==> config.mk <==
export PLATFORM = sky130hd
export DESIGN_NAME = ped_bank
export DESIGN_NICKNAME = d
export VERILOG_FILES = /design/src/rtl/ped_pkg.sv /design/src/rtl/ped_channel.sv /design/src/rtl/ped_bank.sv
export SDC_FILE = /design/constraint.sdc
export NUM_CORES = 1
export LEC_CHECK = 0
export BUFFER_PORTS_ARGS = -buffer_cell sky130_fd_sc_hd__buf_2
export CAP_MARGIN = 20
export CORE_MARGIN = 2
export CORE_UTILIZATION = 50
export CTS_CLUSTER_DIAMETER = 30
export DETAILED_ROUTE_END_ITERATION = 16
export PLACE_DENSITY = 0.73
export SYNTH_ARGS = -nofsm -noshare
export SYNTH_HDL_FRONTEND = slang
export SYNTH_SLANG_ARGS = --single-unit
export TNS_END_PERCENT = 20
==> constraint.sdc <==
create_clock -name clk -period 2.56 [get_ports clk]
set_input_delay 0.384 -clock clk [delete_from_list [all_inputs] [get_ports clk]]
set_output_delay 0.384 -clock clk [all_outputs]
set_load 0.02 [all_outputs]
==> src/rtl/ped_pkg.sv <==
// Shared definitions for the multi-channel edge-detector bank:
// the mode encoding and the default parameter values.
package ped_pkg;

    typedef enum logic [1:0] {
        PED_MODE_RISE = 2'b00,
        PED_MODE_FALL = 2'b01,
        PED_MODE_BOTH = 2'b10,
        PED_MODE_OFF  = 2'b11
    } ped_mode_e;

    localparam int PED_CH_DEFAULT          = 4;
    localparam int PED_SYNC_STAGES_DEFAULT = 2;
    localparam int PED_DB_CYCLES_DEFAULT   = 4;

endpackage

==> src/rtl/ped_channel.sv <==
// One channel of the bank: synchroniser, debounce filter, mode-qualified
// one-cycle edge pulse and a sticky pending flag with clear.
module ped_channel
    import ped_pkg::*;
#(
    parameter int SYNC_STAGES = PED_SYNC_STAGES_DEFAULT,
    parameter int DB_CYCLES   = PED_DB_CYCLES_DEFAULT,
    parameter int DB_W        = $clog2(DB_CYCLES + 1)
) (
    input  logic       clk,
    input  logic       reset,
    input  logic       din,
    input  logic [1:0] mode,
    input  logic       clr,
    output logic       ped,
    output logic       level,
    output logic       pending,
    output logic       pending_next
);

    logic [SYNC_STAGES-1:0] sync;
    logic [DB_W-1:0]        cnt;
    logic                   s;
    logic                   differ;
    logic                   toggle;
    logic                   qualified;
    logic                   ped_next;

    assign s      = sync[SYNC_STAGES-1];
    assign differ = (s != level);
    // The level flips on the DB_CYCLES-th consecutive differing sample, so cnt
    // never climbs past DB_CYCLES-1; with DB_CYCLES=1 it stays at zero.
    assign toggle = differ && (cnt == DB_W'(DB_CYCLES - 1));

    // NOTE: every variable written in always_comb gets a default first so no latch is inferred.
    always_comb begin
        qualified = 1'b0;
        case (mode)
            PED_MODE_RISE: qualified = ~level;  // old level 0 means the new level is 1
            PED_MODE_FALL: qualified = level;
            PED_MODE_BOTH: qualified = 1'b1;
            default:       qualified = 1'b0;
        endcase
    end

    assign ped_next     = toggle && qualified;
    // Set wins over a simultaneous clear.
    assign pending_next = ped_next | (pending & ~clr);

    // NOTE: sequential state uses non-blocking assignments so every flop samples pre-edge values.
    always_ff @(posedge clk) begin
        if (reset) begin
            sync    <= '0;
            cnt     <= '0;
            level   <= 1'b0;
            ped     <= 1'b0;
            pending <= 1'b0;
        end else begin
            sync[0] <= din;
            for (int k = 1; k < SYNC_STAGES; k++) begin
                sync[k] <= sync[k-1];
            end

            if (!differ) begin
                cnt <= '0;
            end else if (toggle) begin
                cnt   <= '0;
                level <= ~level;
            end else begin
                cnt <= cnt + DB_W'(1);
            end

            ped     <= ped_next;
            pending <= pending_next;
        end
    end

endmodule

==> src/rtl/ped_bank.sv <==
// Bank of CH independent debounced edge detectors sharing one mode select,
// plus a registered summary flag aligned with the pending outputs.
module ped_bank
    import ped_pkg::*;
#(
    parameter int CH          = PED_CH_DEFAULT,
    parameter int SYNC_STAGES = PED_SYNC_STAGES_DEFAULT,
    parameter int DB_CYCLES   = PED_DB_CYCLES_DEFAULT,
    parameter int DB_W        = $clog2(DB_CYCLES + 1)
) (
    input  logic          clk,
    input  logic          reset,
    input  logic [CH-1:0] Din,
    input  logic [1:0]    mode,
    input  logic [CH-1:0] clr,
    output logic [CH-1:0] ped,
    output logic [CH-1:0] level,
    output logic [CH-1:0] pending,
    output logic          any_pending
);

    logic [CH-1:0] pending_next;

    for (genvar i = 0; i < CH; i++) begin : g_ch
        ped_channel #(
            .SYNC_STAGES (SYNC_STAGES),
            .DB_CYCLES   (DB_CYCLES),
            .DB_W        (DB_W)
        ) u_ch (
            .clk          (clk),
            .reset        (reset),
            .din          (Din[i]),
            .mode         (mode),
            .clr          (clr[i]),
            .ped          (ped[i]),
            .level        (level[i]),
            .pending      (pending[i]),
            .pending_next (pending_next[i])
        );
    end

    // Reduce the next-state vector so the flag lands on the same edge as pending.
    always_ff @(posedge clk) begin
        if (reset) begin
            any_pending <= 1'b0;
        end else begin
            any_pending <= |pending_next;
        end
    end

endmodule

==> flow_metrics.env <==
export IMPL_core_um2=2500
export IMPL_irDropWorstVdd_uv=461
export IMPL_fp_dieH_um=55.7
export IMPL_pwr_share_seq_pct=63.5
export IMPL_dp_cells=174
export IMPL_status="complete, no violations"
export IMPL_wl_um=2110
export IMPL_grt_pass1_wl_um=3620
export IMPL_hpwl_um=1540
export IMPL_grtUsageTotal_pct=15.4
export IMPL_layout_drive_gt1_share_pct=22.4
export IMPL_clk_pin_slew_worst_paths_ns=0.10
export IMPL_syn_area_per_cell_um2=9.98
export IMPL_pwr_share_comb_pct=4.3
export IMPL_crit_type="reg -> reg"
export IMPL_h_tree_depth=2
export IMPL_final_util_pct=57.9
export IMPL_ctsHoldBuffers=0
export IMPL_finalClockSkew_ns=0.00902
export IMPL_syn2layout_area_growth_pct=8.14
export IMPL_period_needed_ns=1.67
export IMPL_swShare_pct=21.9
export IMPL_p_total_mw=0.827
export IMPL_rrSetupSlack_ns=0.89
export IMPL_setup_slack_ns=0.893
export IMPL_worst_r2r_path_depth=5
export IMPL_r2r_end="any_pending"
export IMPL_cts_tree="done"
export IMPL_vias=907
export IMPL_yosysWarnings=0
export IMPL_clock_latency_ns=0.33
export IMPL_syn_nets=154
export IMPL_drv_cap=0
export IMPL_min_path_type="in -> reg"
export IMPL_postCtsSetupBuffers=0
export IMPL_num_io_pins=25
export IMPL_fin_tns_setup_ns=0
export IMPL_hold_path_startpoint="Din[0]"
export IMPL_cts_resized=0
export IMPL_dieWidth_um=55.7
export IMPL_netlist_instances=134
export IMPL_worstPathArrival_ns=1.87
export IMPL_clock_sinks=33
export IMPL_route_detailed_drc=0
export IMPL_power_switching_mw=0.181
export IMPL_rsz0062_at_grt="no"
export IMPL_gp_congestion=0.666
export IMPL_cts_buffer_depth=2
export IMPL_port_buffers=24
export IMPL_wire_per_inst_um=11.6
export IMPL_grt_max_degree=26
export IMPL_final_max_slew_viol_count=0
export IMPL_setup_violations=0
export IMPL_cp_required_ns=2.76
export IMPL_startpoint_type="register"
export IMPL_rows=18
export IMPL_die_area_um2=3100
export IMPL_start_util_pct=53.5
export IMPL_drtIter0Drc=10
export IMPL_path_max_fanout=5
export IMPL_final_period_utilization_pct=65.1
export IMPL_cts_root_buf="clkbuf_4"
export IMPL_dpl_cell_area_um2=1400
export IMPL_grt_pass1_vias=856
export IMPL_min_to="g_ch[0].u_ch.sync[0]"
export IMPL_postLayoutCellArea_um2=1450
export IMPL_yosysUniqueCellTypes=15
export IMPL_drtPass1Iterations=4
export IMPL_slew_headroom_pct=70.5
export IMPL_internal_power_mw=0.645
export IMPL_holdPathStages=2
export IMPL_holdWs_ns=0.260
export IMPL_worst_pin_slew_ns=0.442
export IMPL_numCtsBuffers=5
export IMPL_globalRouteOverflowTotal=0
export IMPL_antenna_cells=0
export IMPL_power_leakage_nw=0.628
export IMPL_p_clk_share_pct=32.3
export IMPL_pre_cts_ws_ns=0.875
export IMPL_nets=171
export IMPL_final_antenna_net_count=0
export IMPL_antenna_found_initial=0
export IMPL_power_per_cell_area_nw_per_um2=571
export IMPL_end_kind="register"
export IMPL_syn_cell_area_um2=1340
export IMPL_ys_seq_elements=33
export IMPL_final_hold_viol_count=0
export IMPL_crit_start="g_ch[3].u_ch.cnt[0]"
export IMPL_reg2reg_from="g_ch[3].u_ch.cnt[0]"
export IMPL_yosysSeqAreaShare_pct=49.4
export IMPL_fmax_mhz=600
export IMPL_finalNonFillerCells=182
export IMPL_vias_per_cell=4.98
flip-flops by register name (all words and copies together) (netlist names):
name	flops
g_ch.u_ch.ped	4
any_pending	1
g_ch.u_ch.level	4
g_ch.u_ch.sync	8
g_ch.u_ch.cnt	12
g_ch.u_ch.pending	4
routing by layer:
metal	part of all wire, %	vias to the layer above	GRT usage [%]
li1	-	468	-
met1	44	411	16.6
met2	46	23	24.0
met3	7.1	5	7.91
met4	2.6	0	9.41
met5	0	-	0
cell families after synthesis:
kind of cell / count (synthesis) / share of synthesized area, %
simple gates: 52 / 22.1
compound gates: 13 / 7.02
buf+inv: 23 / 9.82
mux: 4 / 2.99
flops: 33 / 49.4
xor+xnor: 1 / 1.22
fa+ha+maj: 8 / 7.48
area by class of cell:
cell class | instances | area (um2)
fill | 238 | 1050
sequential | 33 | 661
multi-input combinational | 78 | 546
timing repair buffer | 24 | 120
clock buffer | 8 | 48.8
tap | 30 | 37.5
inverter | 9 | 33.8
power by group through the flow:
stage | Clock [mW] | Sequential, mW | Combinational (mW)
5_1_grt | 0.308 | 0.526 | 0.0392
2_1_floorplan | 0 | 0.535 | 0.0206
3_3_place_gp | 0 | 0.536 | 0.0342
6_report | 0.267 | 0.525 | 0.0352
3_5_place_dp | 0 | 0.537 | 0.0354
4_1_cts | 0.283 | 0.525 | 0.0356
how the worst max path moves through the flow:
stage / end / slack, ns / cells after the start
4_1_cts: any_pending / 0.85 / 5
3_3_place_gp: any_pending / 0.91 / 5
2_1_floorplan: any_pending / 1.05 / 5
3_5_place_dp: any_pending / 0.87 / 5
5_1_grt: any_pending / 0.82 / 5
6_report: any_pending / 0.89 / 5
worst max-delay path, stage by stage, from the launching register on:
cell and delay [ns]:
dfxtp_1 0.32, ha_1 0.19, ha_1 0.25, and4bb_2 0.25, a311oi_1 0.37, a41oi_1 0.16
cells in the final DEF, fill, tap and decap left out, types with 3 or more instances in the layout:
cell | netlist | final
dfxtp_1 | 33 | 33
nor2_1 | 24 | 24
buf_2 | 0 | 24
nor2b_1 | 20 | 20
inv_1 | 9 | 9
ha_1 | 8 | 8
clkbuf_4 | 0 | 5
mux2i_1 | 4 | 4
a22oi_1 | 4 | 4
nor3b_1 | 4 | 4
o21ai_0 | 4 | 4
and4bb_2 | 4 | 4
a311oi_1 | 4 | 4
clkbuf_1 | 2 | 3
cell usage after synthesis:
master / number / share of area, %
clkbuf_1: 2 / 0.56
mux2i_1: 4 / 3.0
buf_4: 12 / 6.7
o21ai_0: 4 / 1.5
xor2_2: 1 / 1.2
ha_1: 8 / 7.5
nor2b_1: 20 / 9.4
inv_1: 9 / 2.5
a22oi_1: 4 / 2.2
nor2_1: 24 / 6.7
nor3b_1: 4 / 2.2
dfxtp_1: 33 / 49
a41oi_1: 1 / 0.65
and4bb_2: 4 / 3.7
a311oi_1: 4 / 2.6
Power figures use the tool's default switching activity.
